$ cat config.mk
export PLATFORM = sky130hd
export DESIGN_NAME = ice_dcntr
export DESIGN_NICKNAME = d
export VERILOG_FILES = /design/src/rtl/ice_dcntr.sv
export SDC_FILE = /design/constraint.sdc
export NUM_CORES = 1
export LEC_CHECK = 0
export BUFFER_PORTS_ARGS = -buffer_cell sky130_fd_sc_hd__buf_4
export CAP_MARGIN = 20
export CORE_ASPECT_RATIO = 0.75
export CORE_UTILIZATION = 58
export DETAILED_ROUTE_END_ITERATION = 8
export PLACE_DENSITY_LB_ADDON = 0.15
export SYNTH_ARGS = -nofsm -noshare
export SYNTH_HDL_FRONTEND = slang
export SYNTH_SLANG_ARGS = --single-unit
$ cat constraint.sdc
create_clock -name clk -period 3.05 [get_ports clk]
set_clock_uncertainty 0.15 [all_clocks]
set_input_delay 0.61 -clock clk [delete_from_list [all_inputs] [get_ports clk]]
set_output_delay 0.61 -clock clk [all_outputs]
set_load 0.005 [all_outputs]
$ cat src/rtl/ice_dcntr.sv
// Prescaled down-counter with one-shot / periodic reload.
// Borrow pulses on the terminal tick; busy and done decode the state.
module ice_dcntr #(
    parameter int PSC_WIDTH  = 21,
    parameter int CNTR_WIDTH = 4
) (
    input  logic                  clk,
    input  logic                  rst_n,
    input  logic                  load,
    input  logic [CNTR_WIDTH-1:0] load_val,
    input  logic                  start,
    input  logic                  stop,
    input  logic                  auto_reload,
    output logic [CNTR_WIDTH-1:0] s,
    output logic                  b,
    output logic                  busy,
    output logic                  done
);

    typedef enum logic [1:0] {
        IDLE = 2'd0,
        RUN  = 2'd1,
        DONE = 2'd2
    } state_e;

    localparam logic [CNTR_WIDTH-1:0] CNT_ONE = 1;
    localparam logic [PSC_WIDTH-1:0]  PSC_ONE = 1;

    state_e                state_q, state_d;
    logic [CNTR_WIDTH-1:0] s_q, s_d;
    logic [CNTR_WIDTH-1:0] reload_q, reload_d;
    logic [PSC_WIDTH-1:0]  psc_q, psc_d;
    logic                  b_q, b_d;
    logic                  tick;

    assign tick = &psc_q;

    always_comb begin
        state_d  = state_q;
        s_d      = s_q;
        reload_d = reload_q;
        b_d      = 1'b0;
        psc_d    = psc_q + PSC_ONE;
        unique case (state_q)
            IDLE: begin
                if (stop) begin
                    state_d = IDLE;
                end else if (load) begin
                    s_d      = load_val;
                    reload_d = load_val;
                end else if (start && s_q != '0) begin
                    state_d = RUN;
                    psc_d   = '0;
                end
            end
            RUN: begin
                if (stop) begin
                    state_d = IDLE;
                end else if (load) begin
                    s_d      = load_val;
                    reload_d = load_val;
                    if (load_val == '0) state_d = IDLE;
                end else if (tick) begin
                    if (s_q > CNT_ONE) begin
                        s_d = s_q - CNT_ONE;
                    end else if (s_q == CNT_ONE) begin
                        b_d = 1'b1;
                        if (auto_reload && reload_q != '0) begin
                            s_d = reload_q;
                        end else begin
                            s_d     = '0;
                            state_d = DONE;
                        end
                    end
                end
            end
            DONE: begin
                if (stop) begin
                    state_d = IDLE;
                end else if (load) begin
                    s_d      = load_val;
                    reload_d = load_val;
                    state_d  = IDLE;
                end else if (start && reload_q != '0) begin
                    s_d     = reload_q;
                    state_d = RUN;
                    psc_d   = '0;
                end
            end
            default: state_d = IDLE;
        endcase
    end

    always_ff @(posedge clk or negedge rst_n) begin
        if (!rst_n) begin
            state_q  <= IDLE;
            s_q      <= '0;
            reload_q <= '0;
            psc_q    <= '0;
            b_q      <= 1'b0;
        end else begin
            state_q  <= state_d;
            s_q      <= s_d;
            reload_q <= reload_d;
            psc_q    <= psc_d;
            b_q      <= b_d;
        end
    end

    assign s    = s_q;
    assign b    = b_q;
    assign busy = (state_q == RUN);
    assign done = (state_q == DONE);

endmodule

Word-level counts from Yosys, hierarchy flattened
Index checks and enable logic that the tools add are counted.
W data, S select, Z words.
Word-level totals
  register bits: 32
  latch bits: 0
  RAM bits: 0
  bits in read-only memories: 0
  word-level logic and storage cells: 79
  memories kept: 0
Cells by class
  add/subtract/negate cells: 2
  multipliers: 0
  divide/modulo/power cells: 0
  order comparisons: 1
  equal/unequal tests: 18
  shift-type cells: 0
  muxes and demuxes: 39
  bitwise logic cells: 1
  reduce and logical (&&, ||, !) cells: 13
Operators by type and width (number)
  $mux W21: 6
  $mux W4: 11
  $pmux W21 S2: 1
  $mux W2: 13
  $add A21 B1 Y21 const B: 1
  $reduce_and A21 Y1: 1
  $ne A4 B3 Y1 const B: 4
  $reduce_and A8 Y1: 2
  $pmux W4 S3: 1
  $ne A2 B2 Y1 const B: 4
  $ne A4 B4 Y1 const B: 2
  $reduce_bool A4 Y1: 2
  $mux W1: 6
  $ne A3 B2 Y1 const B: 2
  $ne A3 B3 Y1 const B: 2
  $pmux W2 S3: 1
  $eq A4 B1 Y1 const B: 1
  $gt A4 B1 Y1 const B: 1
  $logic_not A4 Y1: 1
  $ne A4 B2 Y1 const B: 1
  $sub A4 B1 Y4 const B: 1
  $logic_and A1 B1 Y1: 3
  $reduce_and A3 Y1: 1
  $reduce_bool A3 Y1: 1
  other kinds (5): 5

Logic depth before layout (Yosys ltp)
Gate-level depths: netlist (run 1).
  word-level depth: 9
  gate-level depth with buffers: 8
  depth with buffers taken out: 7

Least setup slack after synthesis (run 1)
OpenSTA, ideal clock, no wires.
  path type: input port to flip-flop
  from: input port stop
  to: register state_q[0]
  setup time: 0.128 ns
  data arrival time: 2.227 ns
  data required time: 2.772 ns
  path slack: 0.545 ns
  cell stages on the path: 6
  buffers on the path: 1
  cell sequence: clkbuf_1 > nor2_1 > and4_1 > or4_1 > a311o_1 > mux2_1
On the way
  cells in the longest elaborated chain, start to end: 2
  elaborated cells between the ends (all ways): 13
Ends and longest elaborated chain
  start, declared: line 12  | input logic stop,
  $ne A4 B3 Y1 (no source line) (tied with other cells)
  $reduce_and A8 Y1 (no source line) / $pmux W2 S3 (equally long branches)
  end signal, assigned: line 102  | state_q <= state_d;
  end, declared: line 29  | state_e state_q, state_d;
Parallel ways exist; a longest one is shown, timed or not.
A chain may end at the register's enable or synchronous reset.

Worst setup path in the final report (run 1)
  from: register reload_q[0]
  to: register state_q[0]
On the way
  cells in the longest elaborated chain, start to end: 4
  elaborated cells between the ends (all ways): 6
Ends and longest elaborated chain
  start, declared: line 31  | logic [CNTR_WIDTH-1:0] reload_q, reload_d;
  start signal, assigned: line 104  | reload_q <= reload_d;
  $reduce_bool A4 Y1 (*): line 68, 84
  $logic_and A1 B1 Y1 (on tied branches): line 84, 68
  $ne A4 B3 Y1 (no source line) / $ne A4 B4 Y1 (equally long branches)
  $reduce_and A8 Y1 (no source line) (*)
Mark *: on every way between the ends. The rest lies on a longest branch, timed or not.

==> flow_summary.ini, run 1 <==
[die]
design.die.area_mm2 = 0.003329
die-height_um = 50.22
num_io_pins = 17
core_area_mm2 = 0.002935
std_cell_rows = 17
effective_utilization_at_floorplan = 0.6125
die_w_um = 66.29

[finish]
sequential_cell_area_um2 = 800.8
commonest_non_fill_non_tap_cells_in_the_layout = 32 x dfrtp_1, 28 x nor2_1, 18 x buf_4
nets = 223
design_area_mm2 = 0.002044
multiInputGateArea_um2 = 949.7
area.growth.synth_to_final_pct = 13.71
n_antenna_cell = 0
final_layout_size_suffix_gt1_frac = 0.1610
final.fill_count = 225
most_common_cell_after_layout_fill_and_taps_aside = dfrtp_1

[critical_path]
critPathKind = reg -> reg
path_max_fanout = 4
crit_path_start_kind = flip-flop
critical_path.endpoint_type = flip-flop
worstPathArrival_ns = 2.60
reg2regPathDepth = 5
required_ns = 3.05

[power]
power.ir.vdd_worst_mv = 0.5836
power_density_mw_per_mm2 = 768.9
cellLeakagePower_nw = 0.9566

[global_routing]
global_route.usage.met2 = 0.4048
globalRouteMet1Util = 0.3621
grt.total_usage = 0.2572
globalRoute.totalOverflow = 0
globalRouteMet3Util = 0.05682
grt_pass1_vias = 1424
grt_max_degree = 33
gr-max-usage-layer = met2
grt_antenna_before_repair = 0
grt_first_pass_wirelength_um = 6368

[routing]
drc = 0
ant_nets = 0
dr_total_vias = 1441
vias_per_cell = 5.930
wirelength_um = 3673
detailedRoute.firstPassIterationCount = 4
routedWlPerCell_um = 15.12
drt_first_iter_violations = 195

[status]
run_status = completed

[cts]
clock-root-buffer = clkbuf_8
clock_sinks = 32
cts-hold-fix-buffers = 0
clk_latency_ns = 0.27
tritoncts = done
clock_path_buffers = 2
numCtsBuffers = 5
cts_post_setup_buffers_inserted = 0
clock_pin_slew_on_the_worst_setup_and_hold_paths_ns = 0.06
ctsResizeCount = 0
h-tree-depth = 2

[worst_hold_path]
min_path_type = in -> async

[synthesis]
avgSynthCellArea_um2 = 9.719
yosysSeqAreaShare = 0.4454
synth_cell_types = 41
ys_seq_elements = 32
synth_fp_nets = 203
yosysWarningCount = 0
syn-instance-count = 185
synthesized_area_mm2 = 0.001798

[sta]
slew_limit_headroom = 0.4661
rsz0062_at_grt = false
setup-violations-final = 0
totalNegativeSetupSlack_ns = 0
period_minus_slack_ns = 2.601
post_route_clock_period_utilization = 0.8527
report.final.slew_viol_count = 0
fmax_ghz = 0.3845
worstMarginPinSlew_ns = 0.7905
final-hold-violation-count = 0

[place]
dpl-instance-area_mm2 = 0.001967
detailed_place_hpwl_um = 2734
gp_congestion = 0.8651
portBuffers = 16

[flow_run]
max_cap_violations = 0
-- power by group --
group / switching [mW] / internal [mW] / total, mW
combinational: 0.355 / 0.298 / 0.653
sequential: 0.104 / 0.523 / 0.627
clock: 0.137 / 0.155 / 0.292
-- cells in the mapped netlist --
master / number / area share
o31ai_1: 1 / 0.0042
and4_1: 2 / 0.0097
nor4_1: 2 / 0.0070
a222oi_1: 2 / 0.011
mux2_2: 6 / 0.038
o41ai_1: 1 / 0.0049
and2_1: 1 / 0.0035
and3_1: 2 / 0.0070
or3b_2: 1 / 0.0049
o21ai_0: 2 / 0.0056
inv_1: 9 / 0.019
nand3_1: 7 / 0.019
o32ai_1: 1 / 0.0049
a32oi_1: 1 / 0.0049
xor2_1: 14 / 0.068
mux2i_1: 3 / 0.017
or4_1: 2 / 0.0083
clkbuf_1: 5 / 0.010
a311o_1: 1 / 0.0056
nand3b_1: 2 / 0.0083
nor4b_1: 1 / 0.0049
and4b_1: 1 / 0.0056
nor2_1: 28 / 0.058
nand2_1: 14 / 0.029
o211a_1: 1 / 0.0056
or2_2: 1 / 0.0035
o22ai_1: 1 / 0.0035
a21oi_1: 4 / 0.011
nand4_1: 6 / 0.021
xnor2_1: 6 / 0.029
dfrtp_1: 32 / 0.45
o2111ai_1: 1 / 0.0049
nor3_1: 7 / 0.019
a22oi_1: 1 / 0.0042
a211oi_1: 1 / 0.0042
nand4b_1: 1 / 0.0049
nor2b_1: 2 / 0.0070
a311oi_1: 1 / 0.0049
ha_1: 8 / 0.056
mux2_1: 2 / 0.013
o21a_1: 1 / 0.0042
-- routing by layer --
metal / share of wire / routed length [um]
met3: 0.057 / 209
met1: 0.48 / 1759
met2: 0.46 / 1688
met4: 0.0044 / 16
met5: 0 / 0
-- cell type report --
type                       instances  share of cell area
clock buffer                       6             0.03550
clock inverter                     1            0.002448
inverter                           9             0.01652
multi-input combinational        139              0.4645
sequential                        32              0.3917
tap                               38             0.02326
timing repair buffer              18             0.06610
-- state kept, by name, summed over array words and instances (netlist names) --
signal / cells
s: 4
state_q: 2
reload_q: 4
psc_q: 21
b: 1
-- final timing paths --
| check | start | to | slack [ns] |
|---|---|---|---|
| setup reg to reg | reload_q[0] | state_q[0] | 0.45 |
| max in group asynchronous | rst_n | reload_q[1] | 2.34 |
| setup / recovery | reload_q[0] | state_q[0] | 0.45 |
| hold / removal | rst_n | reload_q[0] | 0.12 |
| hold reg to reg | psc_q[0] | psc_q[0] | 0.35 |
| min in group clk | psc_q[0] | psc_q[0] | 0.35 |
-- metrics by stage --
stage               utilization  hold slack, ns  std cells  setup slack [ns]  total power, mW
floorplan                     -          0.1644        185            0.5450            1.064
global placement         0.6701          0.3219        236            0.5140            1.237
detailed placement       0.6701          0.3405        236            0.4778            1.277
CTS                      0.6965          0.1267        243            0.4578            1.570
global route             0.6965          0.1383        243            0.3893            1.685
finish                   0.6965          0.1196        243            0.4494            1.572
-- logic make-up (layout without fill, tap and decap cells) --
logic type / Yosys count / count (layout) / share of synthesized area
adders and majority gates: 8 / 8 / 0.05567
xor gates and xnor gates: 20 / 20 / 0.09743
DFF: 32 / 32 / 0.4454
buffers and inverters: 14 / 34 / 0.02923
muxes: 11 / 11 / 0.06680
and+or+nand+nor: 80 / 80 / 0.2220
AOI/OAI and AO/OA: 20 / 20 / 0.08352
-- critical path, cell delays in order, from the launching register on --
cell and delay [ns]:
dfrtp_1 0.41, or4_1 0.52, and4_1 0.21, or4_1 0.53, a311o_1 0.33, mux2_1 0.32
Power figures use the tool's default switching activity.
==> run 2: changes to the inputs <==
--- a/config.mk
+++ b/config.mk
@@ -5,10 +5,10 @@
 export SDC_FILE = /design/constraint.sdc
 export NUM_CORES = 1
 export LEC_CHECK = 0
-export BUFFER_PORTS_ARGS = -buffer_cell sky130_fd_sc_hd__buf_4
+export BUFFER_PORTS_ARGS = -buffer_cell sky130_fd_sc_hd__buf_2
 export CAP_MARGIN = 20
 export CORE_ASPECT_RATIO = 0.75
-export CORE_UTILIZATION = 58
+export CORE_UTILIZATION = 45
 export DETAILED_ROUTE_END_ITERATION = 8
 export PLACE_DENSITY_LB_ADDON = 0.15
 export SYNTH_ARGS = -nofsm -noshare
==> run 2 against run 1 <==
Against the previous run:
- first-iteration DRC count down 35%
- worst hold slack improved by 0.11 ns
- utilization fell by 15 points
- maximum frequency fell by 0.40%
- sequential share of layout area increased by 0.19 points
- combinational power down 6.1%
- largest cell class unchanged
==> flow_summary.ini, run 2 (same netlist as run 1, synthesis figures left out) <==
[routing]
detailedRoute.firstPassIterationCount = 6
drc = 0
vias_per_cell = 5.496
dr_total_vias = 1418
routedWlPerCell_um = 14.22
wirelength_um = 3670
ant_nets = 0
drt_first_iter_violations = 126

[critical_path]
critPathMostFrequentCell = or4_1
critical_path.endpoint_type = flip-flop
worstPathArrival_ns = 2.62
regToRegStartpoint = reload_q[0]
library_cell_contributing_the_largest_single_delay_on_the_critical_path = or4_1
worst_path_largest_cell_delay_ns = 0.55
crit_path_start_kind = flip-flop
path_max_fanout = 4
critPathKind = reg -> reg
critPathTopFamily = simple AND/OR/NAND/NOR gates
rrSetupSlack_ns = 0.44
path_buf_inv = 0
reg2regPathDepth = 5
crit-reg2reg-capture = state_q[1]
cp_cell_sequence = or4_1 -> and4_1 -> or4_1 -> a311o_1 -> mux2_1
required_ns = 3.06

[sta]
fmax_ghz = 0.3830
report.final.slew_viol_count = 0
hold_ws_ns = 0.2280
period_minus_slack_ns = 2.611
slew_limit_headroom = 0.4205
setup-violations-final = 0
final-hold-violation-count = 0
rsz0062_at_grt = false
worstMarginPinSlew_ns = 0.8581
post_route_clock_period_utilization = 0.8561
totalNegativeSetupSlack_ns = 0
setup_ws_ns = 0.4389

[die]
std_cell_rows = 19
num_io_pins = 17
effective_utilization_at_floorplan = 0.4817
core_area_mm2 = 0.003732
die-height_um = 56.74
die_w_um = 74.99
design.die.area_mm2 = 0.004255

[cts]
clk_latency_ns = 0.28
clock_path_buffers = 2
clock_pin_slew_on_the_worst_setup_and_hold_paths_ns = 0.06
ctsResizeCount = 0
clock_sinks = 32
h-tree-depth = 2
tritoncts = done
clock-root-buffer = clkbuf_8
cts-hold-fix-buffers = 0
numCtsBuffers = 5
cts_post_setup_buffers_inserted = 0

[place]
post-place-cells = 250
preCtsSetupSlack_ns = 0.4648
portBuffers = 16
detailed_place_hpwl_um = 2682
gp_congestion = 0.8525
dpl-instance-area_mm2 = 0.001944

[finish]
n_antenna_cell = 0
final_layout_size_suffix_gt1_frac = 0.1602
largest_register_ff_count = 21
largest-register = psc_q
nets = 223
design_area_mm2 = 0.002034
area.growth.synth_to_final_pct = 13.15
most_common_cell_after_layout_fill_and_taps_aside = dfrtp_1
post_layout_nonfiller_instances = 258
commonest_non_fill_non_tap_cells_in_the_layout = 32 x dfrtp_1, 28 x nor2_1, 16 x buf_2

[flow_run]
max_cap_violations = 0

[global_routing]
grt_pass1_vias = 1363
grt_antenna_before_repair = 0
grt_max_degree = 33
globalRoute.totalOverflow = 0
grt.total_usage = 0.1982
grt_first_pass_wirelength_um = 6285

[power]
internal-power_mw = 0.9799
power.ir.vdd_worst_mv = 0.4578
power_density_mw_per_mm2 = 772.5
cellLeakagePower_nw = 0.9505
power.net_switching_mw = 0.5916
power.share.combinational = 0.390
seqPwrFrac = 0.400
power.switching_fraction = 0.3765
clock_power_share = 0.210

[worst_hold_path]
min_path_type = in -> async

[status]
run_status = completed
run 2: cell count changes in the layout (fill, tap and decap cells not counted), sizes merged:
cell | previous run | this run
clkinv | 1 | 0
clkbuf | 6 | 8
run 2: final cells by class:
class	count	area, um^2
clock buffer	8	90.09
fill	359	1698
inverter	9	33.78
timing repair buffer	18	95.09
tap	52	65.06
multi-input combinational	139	949.7
sequential	32	800.8
run 2: metal layers:
layer | track usage | up-vias | share of wire
met4 | 0.05660 | 0 | 0.0087
li1 | - | 692 | -
met3 | 0.05925 | 5 | 0.058
met2 | 0.2741 | 39 | 0.42
met5 | 0 | - | 0
met1 | 0.2959 | 682 | 0.52
run 2: worst max path at each step:
stage	startpoint	end	cells after the start
final	reload_q[0]	state_q[1]	5
after global routing	reload_q[0]	state_q[1]	5
after CTS	reload_q[0]	state_q[1]	5
after detailed placement	load_val[0]	state_q[1]	6
after global placement	load_val[0]	state_q[0]	6
after floorplan	stop	state_q[0]	6
run 2: power by group through the flow:
stage | combinational [mW] | clock, mW | sequential [mW]
3_5_place_dp | 0.604 | 0 | 0.634
5_1_grt | 0.687 | 0.358 | 0.646
2_1_floorplan | 0.452 | 0 | 0.612
3_3_place_gp | 0.597 | 0 | 0.625
6_report | 0.613 | 0.330 | 0.629
4_1_cts | 0.611 | 0.338 | 0.627
run 2: through the flow:
step             util  total power, mW
2_1_floorplan       -            1.064
3_5_place_dp   0.5210            1.239
4_1_cts        0.5451            1.575
5_1_grt        0.5451            1.691
3_3_place_gp   0.5210            1.222
6_report       0.5451            1.572
